File: src/rtl/vga_pkg.sv
// VGA shared package: timing configuration table, register map constants
// and configurator error codes.
package vga_pkg;

    typedef struct packed {
        logic [15:0] h_res;
        logic [15:0] h_front_porch;
        logic [15:0] h_sync_pulse;
        logic [15:0] h_back_porch;
        logic [15:0] v_res;
        logic [15:0] v_front_porch;
        logic [15:0] v_sync_pulse;
        logic [15:0] v_back_porch;
    } vga_config_t;

    localparam vga_config_t vga_configs [3] = '{
        '{16'd640,  16'd16, 16'd96,  16'd48,  16'd480, 16'd10, 16'd2, 16'd33},
        '{16'd800,  16'd40, 16'd128, 16'd88,  16'd600, 16'd1,  16'd4, 16'd23},
        '{16'd1024, 16'd24, 16'd136, 16'd160, 16'd768, 16'd3,  16'd6, 16'd29}
    };

    localparam logic [11:0] VGA_REG_ID_ADDR     = 12'h000;
    localparam logic [11:0] VGA_REG_TIMING_BASE = 12'h010;
    localparam logic [31:0] VGA_ID_VALUE        = 32'hDEADBEEF;

    typedef enum logic [2:0] {
        OK          = 3'd0,
        BAD_SEL     = 3'd1,
        RESP        = 3'd2,
        ID_MISMATCH = 3'd3,
        TIMEOUT     = 3'd4
    } vga_cfg_err_e;

    function automatic logic [15:0] vga_cfg_field(vga_config_t cfg,
                                                  logic [2:0]  idx);
        logic [15:0] f;
        f = '0;
        unique case (idx)
            3'd0: f = cfg.h_res;
            3'd1: f = cfg.h_front_porch;
            3'd2: f = cfg.h_sync_pulse;
            3'd3: f = cfg.h_back_porch;
            3'd4: f = cfg.v_res;
            3'd5: f = cfg.v_front_porch;
            3'd6: f = cfg.v_sync_pulse;
            3'd7: f = cfg.v_back_porch;
        endcase
        return f;
    endfunction

endpackage

File: src/rtl/vga_cfg_if.sv
// AXI4-Lite control bus between the configurator and the VGA
// register block.
interface vga_cfg_if;
    logic        awvalid;
    logic        awready;
    logic [11:0] awaddr;
    logic        wvalid;
    logic        wready;
    logic [31:0] wdata;
    logic [3:0]  wstrb;
    logic        bvalid;
    logic        bready;
    logic [1:0]  bresp;
    logic        arvalid;
    logic        arready;
    logic [11:0] araddr;
    logic        rvalid;
    logic        rready;
    logic [31:0] rdata;
    logic [1:0]  rresp;

    modport master (
        output awvalid, awaddr, wvalid, wdata, wstrb,
        output bready, arvalid, araddr, rready,
        input  awready, wready, bvalid, bresp,
        input  arready, rvalid, rdata, rresp
    );

    modport slave (
        input  awvalid, awaddr, wvalid, wdata, wstrb,
        input  bready, arvalid, araddr, rready,
        output awready, wready, bvalid, bresp,
        output arready, rvalid, rdata, rresp
    );
endinterface

File: src/rtl/vga_cfg_master.sv
// Programs the VGA timing registers from a table entry over AXI4-Lite,
// then optionally reads back and verifies the ID register.
module vga_cfg_master
    import vga_pkg::*;
#(
    parameter int CFG_SEL_W      = 2,
    parameter int VERIFY_ID      = 1,
    parameter int TIMEOUT_CYCLES = 1024
) (
    input  logic                 aclk,
    input  logic                 areset,
    input  logic                 start,
    input  logic [CFG_SEL_W-1:0] cfg_sel,
    output logic                 busy,
    output logic                 done,
    output vga_cfg_err_e         err_code,
    output logic [31:0]          id_value,
    vga_cfg_if.master            ctrl
);

    localparam int NUM_CFG = $size(vga_configs);

    typedef enum logic [2:0] {
        S_IDLE, S_CHECK, S_WR, S_WR_RESP, S_RD_ADDR, S_RD_DATA, S_FIN
    } state_e;

    state_e                 state_q, state_d;
    logic [2:0]             idx_q, idx_d;
    logic [31:0]            tmo_q, tmo_d;
    logic                   aw_done_q, aw_done_d;
    logic                   w_done_q, w_done_d;
    vga_cfg_err_e           err_q, err_d;
    logic [31:0]            id_q, id_d;
    logic [CFG_SEL_W-1:0]   sel_q, sel_d;
    vga_config_t            cfg_q, cfg_d;
    logic                   timeout;
    logic                   aw_hs;
    logic                   w_hs;

    assign err_code = err_q;
    assign id_value = id_q;

    always_comb begin
        state_d   = state_q;
        idx_d     = idx_q;
        aw_done_d = aw_done_q;
        w_done_d  = w_done_q;
        err_d     = err_q;
        id_d      = id_q;
        sel_d     = sel_q;
        cfg_d     = cfg_q;
        aw_hs     = 1'b0;
        w_hs      = 1'b0;
        busy      = 1'b0;
        done      = 1'b0;

        ctrl.awvalid = 1'b0;
        ctrl.awaddr  = '0;
        ctrl.wvalid  = 1'b0;
        ctrl.wdata   = '0;
        ctrl.wstrb   = 4'hF;
        ctrl.bready  = 1'b0;
        ctrl.arvalid = 1'b0;
        ctrl.araddr  = '0;
        ctrl.rready  = 1'b0;

        timeout = (TIMEOUT_CYCLES != 0) &&
                  (tmo_q == 32'(TIMEOUT_CYCLES - 1));

        unique case (state_q)
            S_IDLE: begin
                if (start) begin
                    sel_d   = cfg_sel;
                    err_d   = OK;
                    state_d = S_CHECK;
                end
            end
            S_CHECK: begin
                busy = 1'b1;
                if (int'(sel_q) >= NUM_CFG) begin
                    err_d   = BAD_SEL;
                    state_d = S_FIN;
                end else begin
                    for (int i = 0; i < NUM_CFG; i++)
                        if (int'(sel_q) == i) cfg_d = vga_configs[i];
                    idx_d     = '0;
                    aw_done_d = 1'b0;
                    w_done_d  = 1'b0;
                    state_d   = S_WR;
                end
            end
            S_WR: begin
                busy         = 1'b1;
                ctrl.awvalid = !aw_done_q;
                ctrl.wvalid  = !w_done_q;
                ctrl.awaddr  = VGA_REG_TIMING_BASE + {7'd0, idx_q, 2'b00};
                ctrl.wdata   = {16'h0, vga_cfg_field(cfg_q, idx_q)};
                aw_hs        = !aw_done_q && ctrl.awready;
                w_hs         = !w_done_q && ctrl.wready;
                if ((aw_done_q || aw_hs) && (w_done_q || w_hs)) begin
                    aw_done_d = 1'b0;
                    w_done_d  = 1'b0;
                    state_d   = S_WR_RESP;
                end else begin
                    aw_done_d = aw_done_q || aw_hs;
                    w_done_d  = w_done_q || w_hs;
                    if (timeout) begin
                        err_d   = TIMEOUT;
                        state_d = S_FIN;
                    end
                end
            end
            S_WR_RESP: begin
                busy        = 1'b1;
                ctrl.bready = 1'b1;
                if (ctrl.bvalid) begin
                    if (ctrl.bresp != 2'b00) begin
                        err_d   = RESP;
                        state_d = S_FIN;
                    end else if (idx_q == 3'd7) begin
                        state_d = (VERIFY_ID != 0) ? S_RD_ADDR : S_FIN;
                    end else begin
                        idx_d   = idx_q + 3'd1;
                        state_d = S_WR;
                    end
                end else if (timeout) begin
                    err_d   = TIMEOUT;
                    state_d = S_FIN;
                end
            end
            S_RD_ADDR: begin
                busy         = 1'b1;
                ctrl.arvalid = 1'b1;
                ctrl.araddr  = VGA_REG_ID_ADDR;
                if (ctrl.arready) begin
                    state_d = S_RD_DATA;
                end else if (timeout) begin
                    err_d   = TIMEOUT;
                    state_d = S_FIN;
                end
            end
            S_RD_DATA: begin
                busy        = 1'b1;
                ctrl.rready = 1'b1;
                if (ctrl.rvalid) begin
                    id_d = ctrl.rdata;
                    if (ctrl.rresp != 2'b00)
                        err_d = RESP;
                    else if (ctrl.rdata != VGA_ID_VALUE)
                        err_d = ID_MISMATCH;
                    else
                        err_d = OK;
                    state_d = S_FIN;
                end else if (timeout) begin
                    err_d   = TIMEOUT;
                    state_d = S_FIN;
                end
            end
            S_FIN: begin
                done    = 1'b1;
                state_d = S_IDLE;
            end
            default: state_d = S_IDLE;
        endcase

        // Wait counter restarts whenever the state changes.
        tmo_d = (state_d != state_q) ? 32'd0 : tmo_q + 32'd1;
    end

    always_ff @(posedge aclk or posedge areset) begin
        if (areset) begin
            state_q   <= S_IDLE;
            idx_q     <= '0;
            tmo_q     <= '0;
            aw_done_q <= 1'b0;
            w_done_q  <= 1'b0;
            err_q     <= OK;
            id_q      <= '0;
            sel_q     <= '0;
            cfg_q     <= '0;
        end else begin
            state_q   <= state_d;
            idx_q     <= idx_d;
            tmo_q     <= tmo_d;
            aw_done_q <= aw_done_d;
            w_done_q  <= w_done_d;
            err_q     <= err_d;
            id_q      <= id_d;
            sel_q     <= sel_d;
            cfg_q     <= cfg_d;
        end
    end

endmodule

File: src/flat_wrapper.sv
// flat-port wrapper written by rule: the top's interface ports become plain ports
module vga_cfg_master_flat import vga_pkg::*;
#(
    parameter int CFG_SEL_W      = 2,
    parameter int VERIFY_ID      = 1,
    parameter int TIMEOUT_CYCLES = 1024
)
  (aclk, areset, start, cfg_sel, busy, done, err_code, id_value, ctrl_awvalid, ctrl_awaddr, ctrl_wvalid, ctrl_wdata, ctrl_wstrb, ctrl_bready, ctrl_arvalid, ctrl_araddr, ctrl_rready, ctrl_awready, ctrl_wready, ctrl_bvalid, ctrl_bresp, ctrl_arready, ctrl_rvalid, ctrl_rdata, ctrl_rresp);
  vga_cfg_if ctrl_i ();
  input  logic aclk;
  input  logic areset;
  input  logic start;
  input  logic [CFG_SEL_W-1:0] cfg_sel;
  output logic busy;
  output logic done;
  output vga_cfg_err_e err_code;
  output logic [31:0] id_value;
  output wire logic [$bits(ctrl_i.awvalid)-1:0] ctrl_awvalid;
  output wire logic [$bits(ctrl_i.awaddr)-1:0] ctrl_awaddr;
  output wire logic [$bits(ctrl_i.wvalid)-1:0] ctrl_wvalid;
  output wire logic [$bits(ctrl_i.wdata)-1:0] ctrl_wdata;
  output wire logic [$bits(ctrl_i.wstrb)-1:0] ctrl_wstrb;
  output wire logic [$bits(ctrl_i.bready)-1:0] ctrl_bready;
  output wire logic [$bits(ctrl_i.arvalid)-1:0] ctrl_arvalid;
  output wire logic [$bits(ctrl_i.araddr)-1:0] ctrl_araddr;
  output wire logic [$bits(ctrl_i.rready)-1:0] ctrl_rready;
  input wire logic [$bits(ctrl_i.awready)-1:0] ctrl_awready;
  input wire logic [$bits(ctrl_i.wready)-1:0] ctrl_wready;
  input wire logic [$bits(ctrl_i.bvalid)-1:0] ctrl_bvalid;
  input wire logic [$bits(ctrl_i.bresp)-1:0] ctrl_bresp;
  input wire logic [$bits(ctrl_i.arready)-1:0] ctrl_arready;
  input wire logic [$bits(ctrl_i.rvalid)-1:0] ctrl_rvalid;
  input wire logic [$bits(ctrl_i.rdata)-1:0] ctrl_rdata;
  input wire logic [$bits(ctrl_i.rresp)-1:0] ctrl_rresp;
  assign ctrl_awvalid = ctrl_i.awvalid;
  assign ctrl_awaddr = ctrl_i.awaddr;
  assign ctrl_wvalid = ctrl_i.wvalid;
  assign ctrl_wdata = ctrl_i.wdata;
  assign ctrl_wstrb = ctrl_i.wstrb;
  assign ctrl_bready = ctrl_i.bready;
  assign ctrl_arvalid = ctrl_i.arvalid;
  assign ctrl_araddr = ctrl_i.araddr;
  assign ctrl_rready = ctrl_i.rready;
  assign ctrl_i.awready = ctrl_awready;
  assign ctrl_i.wready = ctrl_wready;
  assign ctrl_i.bvalid = ctrl_bvalid;
  assign ctrl_i.bresp = ctrl_bresp;
  assign ctrl_i.arready = ctrl_arready;
  assign ctrl_i.rvalid = ctrl_rvalid;
  assign ctrl_i.rdata = ctrl_rdata;
  assign ctrl_i.rresp = ctrl_rresp;
  vga_cfg_master #(.CFG_SEL_W(CFG_SEL_W), .VERIFY_ID(VERIFY_ID), .TIMEOUT_CYCLES(TIMEOUT_CYCLES)) u_core (.aclk(aclk), .areset(areset), .start(start), .cfg_sel(cfg_sel), .busy(busy), .done(done), .err_code(err_code), .id_value(id_value), .ctrl(ctrl_i));
endmodule
File: config.mk
export PLATFORM = sky130hd
export DESIGN_NAME = vga_cfg_master_flat
export DESIGN_NICKNAME = d
export VERILOG_FILES = /design/src/rtl/vga_pkg.sv /design/src/rtl/vga_cfg_if.sv /design/src/rtl/vga_cfg_master.sv /design/src/flat_wrapper.sv
export SDC_FILE = /design/constraint.sdc
export NUM_CORES = 1
export LEC_CHECK = 0
export CAP_MARGIN = 20
export CORE_UTILIZATION = 48
export CTS_CLUSTER_DIAMETER = 30
export DETAILED_ROUTE_END_ITERATION = 10
export PLACE_DENSITY_LB_ADDON = 0.3
export SYNTH_ARGS = -nofsm -noshare
export SYNTH_HDL_FRONTEND = slang
export SYNTH_SLANG_ARGS = --single-unit
File: constraint.sdc
create_clock -name aclk -period 3.25 [get_ports aclk]
set_input_delay 0.4875 -clock aclk [delete_from_list [all_inputs] [get_ports aclk]]
set_output_delay 0.4875 -clock aclk [all_outputs]
set_load 0.01 [all_outputs]
### Yosys cells after proc, flatten, opt, wreduce, memory -nomap -nowiden

Cells that the tools add are included.

* eq/ne operators: 27
* multiplexer cells: 45
* reductions and logical operators: 23
* bitwise gates (word level): 1
* order comparisons: 1
* add/subtract/negate cells: 3

Operators with widths (count)
* $mux W128: 3
* $pmux W16 S8: 1
* $mux W3: 22
* $pmux W3 S6: 2
* $add A32 B1 Y32 const B: 1
* $eq A32 B10 Y1 const B: 1
* $mux W32: 1
* $ne A32 B32 Y1 const B: 1
* $eq A3 B3 Y1 const B: 7
* $mux W16: 1
* $ne A2 B2 Y1 const B: 7
* $eq A3 B2 Y1 const B: 4
* $mux W12: 1
* $mux W1: 10
* $reduce_bool A2 Y1: 4
* $add A5 B5 Y6 const A: 1
* $eq A3 B1 Y1 const B: 2
* $logic_not A3 Y1: 2
* $pmux W3 S2: 1
* $reduce_and A2 Y1: 3
* $reduce_and A6 Y1: 1
* $reduce_bool A6 Y1: 1
* $reduce_and A5 Y1: 1
* $reduce_or A5 Y1: 1
* other kinds (15): 21

* output and inout bits: 102
* input port bits: 46
* logic and storage cells: 116
* register bits: 205

### Depth between registers and ports, before layout

* word-level depth: 8
* depth in mapped cells: 9
* mapped depth without buffers: 7

### Worst setup path before layout

OpenSTA, ideal clock, no wires.

* kind: reg-to-output
* start: reg u_core.idx_q[2]
* end: out ctrl_wdata[5]
* required time: 2.762 ns
* cell stages (with the launch flop): 7
* setup slack: 0.988 ns
* data arrival time: 1.774 ns
* buffers on the path: 1
* path through: dfrtp_1 clkbuf_1 inv_1 ha_1 nor4_2 o21ai_0 a31oi_1

* longest elaborated chain between the ends: 3
* elaborated cells between the ends (all ways): 10
* those cells by class: 7 x eq/ne; 2 x mux; 1 x reduce/logical

Ends and longest elaborated chain
* start, declared: line vga_cfg_master.sv:28 `logic [2:0] idx_q, idx_d;`
* start signal, assigned: line vga_cfg_master.sv:183 `idx_q <= idx_d;`
* $eq A3 B3 Y1, or another cell as far along: line vga_pkg.sv:38 `unique case (idx)`
* $pmux W16 S8 *: line vga_pkg.sv:38
* $mux W16 *: line vga_cfg_master.sv:70 `unique case (state_q)`
* end, declared: line flat_wrapper.sv:21 `output wire logic [$bits(ctrl_i.wdata)-1:0] ctrl_wdata;`

Mark *: on every way between the ends. The rest lies on a longest branch, timed or not.

### Worst setup path in the final report

* start: reg u_core.idx_q[0]
* end: out ctrl_wdata[10]

The elaborated chain is that of the path after synthesis.

==> run_results.csv <==
group,metric,value,unit
run_status,status,"finished, final reports clean",
global_routing,grt_usage,0.209,
global_routing,grt_max_degree,49,
global_routing,grt-ovfl-total,0,
layout,most-common-layout-cells,"clkdlybuf4s50_1, dfrtp_1, conb_1",
clock_tree,root_buffer,"clkbuf_8",
clock_tree,numClockSinks,84,
route,vias_per_cell,5.40,
synthesis,avgSynthCellArea,10.7,um2
timing,hold_ws,0.500,ns
synthesis,ys_types,72,
placement,numPortBuffers,102,
layout,nets,635,
synthesis,syn_inst,479,
timing,finalCritPeriodShare,0.967,
route,drt-pass1-iter-count,5,
synthesis,mappedNetlistArea,5130,um2
pwr,p_leak,2.81,nW
route,drt_iter0_markers,183,
layout,nFillCells,855,
pwr,power_frac_seq,0.353,
pwr,p_clk_frac,0.185,
synthesis,yosys-top-cells-area,"dfrtp_1, mux2_2, buf_4",
synthesis,synth_top_area_share,0.410,
global_routing,antenna_found_initial,0,
timing,period_needed,3.14,ns
die,die_w,105,um
pwr,power_density,640,nW/um2
timing,timing.slew.headroom,0.528,
placement,gp_congestion,0.897,
worst_setup_path,cp-start-kind,"flip-flop",
clock_tree,clk_path_buf_depth,2,
clock_tree,cts.reportedPaths.clkPinSlew,0.11,ns
route,post-route-drc-count,0,
synthesis,synth_edf_count,0,
worst_setup_path,crit_arrival,2.66,ns
min_path,hold_class,"primary input to asynchronous set/reset pin",
die,io_pins,148,
pwr,p_sw,1.65,mW
timing,clock_skew,0.0188,ns
layout,drive_above_1_share,0.191,
die,start_util,0.497,
route,routed_wl,11300,um
die,rows,37,
clock_tree,clock_latency,0.38,ns
clock_tree,h-tree-depth,3,
global_routing,grt_pass1_vias,3743,
worst_setup_path,critPathKind,"flip-flop to output port",
synthesis,ys_seq_area_frac,0.410,
job,maxCapViolations,0,
layout,seqCellArea,2100,um2
timing,hold_viol,0,
synthesis,ys_ff_latch,84,
layout,layout.cells.most_common,"clkdlybuf4s50_1",
timing,worst_pin_slew,0.703,ns
pwr,ir_worst_vdd,358,uV
clock_tree,cts_buffers,9,
synthesis,synth-main-ff-cell,"dfrtp_1",
layout,antennaDiodeCount,0,
global_routing,grt_first_pass_wirelength,18300,um
synthesis,synth-async-reset-ratio,1.00,
pwr,p_comb_frac,0.462,
layout,finish.utilization,0.611,
die,die_y,105,um
pwr,swShare,0.408,
timing,report.final.slew_viol_count,0,
synthesis,synth_top_area_cell,"dfrtp_1",
layout,synthToLayoutAreaGrowth,23.1,%
synthesis,yosysWarnings,0,
worst_setup_path,crit_required,2.76,ns
route,wire_per_inst,15.8,um
layout,multi_input_area,2660,um2
die,die-area,11100,um2
timing,max_freq,318,MHz
clock_tree,cts_tree,"done",
worst_setup_path,cp-end-kind,"output port",
die,core-area,10300,um2
route,num_vias,3880,
pwr,p_int,2.39,mW
worst_setup_path,crit_path_max_fanout,6,
placement,place_hpwl,8180,um
route,ant_nets,0,
pwr,power,4.04,mW
timing,setup_violations,0,
==> synth_stat cells (2+ instances only) <==
library cell and instances:
a21o_1 2, a21oi_1 17, a22oi_1 5, a32oi_1 3, and2_1 4, and2b_1 3, and3_1 6, and4_1 4
and4_2 2, buf_2 9, buf_4 47, buf_6 7, clkbuf_1 4, conb_1 2, dfrtp_1 84, ha_1 12
inv_1 10, mux2_2 34, nand2_1 21, nand2b_1 6, nand3_1 12, nand3_2 2, nand4_1 16, nand4b_1 3
nor2_1 26, nor2b_1 2, nor3_1 8, nor3_2 32, nor3b_1 5, nor4_1 7, nor4_4 2, o21ai_0 9
o22ai_1 3, o31ai_1 3, or2_2 2, xnor2_1 8, xor2_1 22
==> timing repair <==
action	4_1_cts	5_1_grt
setup buffers	0	1
resized for setup	1	5
hold buffers	0	0
pin swaps	0	1
hold endpoints to repair	0	0
endpoints found under the setup margin	2	2
==> flip-flops by register name, indices dropped and copies added, names as in the netlist <==
| signal | cells |
|---|---|
| u_core.id_value | 32 |
| u_core.tmo_q | 32 |
| u_core.cfg_q | 7 |
| u_core.err_code | 3 |
| u_core.idx_q | 3 |
| u_core.state_q | 3 |
| u_core.sel_q | 2 |
| u_core.aw_done_q | 1 |
| u_core.w_done_q | 1 |
==> cell type report <==
| type | count | share of cell area |
|---|---|---|
| Clock inverter | 7 | 0.0117 |
| Sequential cell | 84 | 0.333 |
| Multi-Input combinational cell | 360 | 0.422 |
| Tap cell | 136 | 0.0270 |
| Inverter | 11 | 0.00674 |
| Clock buffer | 9 | 0.0196 |
| Timing Repair Buffer | 111 | 0.180 |
==> per-stage QoR <==
stage	instances	cell area, um2	TNS, ns	setup WS [ns]
final	718	6310	0	0.106
after CTS	717	6290	0	0.0390
after global routing	718	6310	-0.105	-0.0349
after global placement	701	6090	0	0.486
after detailed placement	701	6090	0	0.364
after floorplan	522	5290	0	0.597
==> routing by layer <==
layer | up-vias | wire length, um | GRT usage
met5 | - | 0 | 0
met4 | 0 | 303 | 0.0805
met3 | 36 | 854 | 0.0618
met2 | 163 | 5380 | 0.328
met1 | 1864 | 4780 | 0.271
li1 | 1817 | - | -
==> path summary, 6_finish.rpt <==
kind / depth (start not counted) / endpoint / slack [ns] / from
worst max-delay path: 6 / ctrl_wdata[10] / 0.11 / u_core.idx_q[0]$_DFFE_PP0P_
min in group aclk: 1 / u_core.cfg_q[0]$_DFFE_PP0P_ / 0.50 / u_core.cfg_q[0]$_DFFE_PP0P_
worst min-delay path: 2 / u_core.id_value[30]$_DFFE_PP0P_ / 0.50 / areset
worst max register to register: 7 / u_core.tmo_q[23]$_DFF_PP0_ / 0.71 / u_core.idx_q[0]$_DFFE_PP0P_
worst min register to register: 1 / u_core.cfg_q[0]$_DFFE_PP0P_ / 0.50 / u_core.cfg_q[0]$_DFFE_PP0P_
max in group asynchronous: 3 / u_core.idx_q[1]$_DFFE_PP0P_ / 2.05 / areset
==> critical path: stages (launching register included) <==
cell             delay (ns)
dfrtp_1                0.43
inv_1                  0.11
ha_1                   0.23
or2_2                  0.32
nor4_4                 0.42
and3_1                 0.24
clkdlybuf4s50_1        0.54
==> power groups by stage <==
stage / clock network, mW / logic (mW) / registers (mW)
after floorplan: 0 / 1.21 / 1.44
after global placement: 0 / 1.82 / 1.43
after detailed placement: 0 / 1.84 / 1.44
after CTS: 0.769 / 1.86 / 1.42
after global routing: 0.815 / 2.01 / 1.45
final: 0.749 / 1.87 / 1.43
==> cells by family after synthesis <==
| kind of cell | share of synthesized area |
|---|---|
| adder cells (fa/ha/maj) | 0.0293 |
| other | 0.00146 |
| XOR/XNOR | 0.0512 |
| flip-flops | 0.410 |
| multiplexers | 0.0788 |
| AO/OA/AOI/OAI | 0.0883 |
| AND/OR/NAND/NOR | 0.237 |
| buffers and inverters | 0.104 |
(Power assumes the default switching activity.)
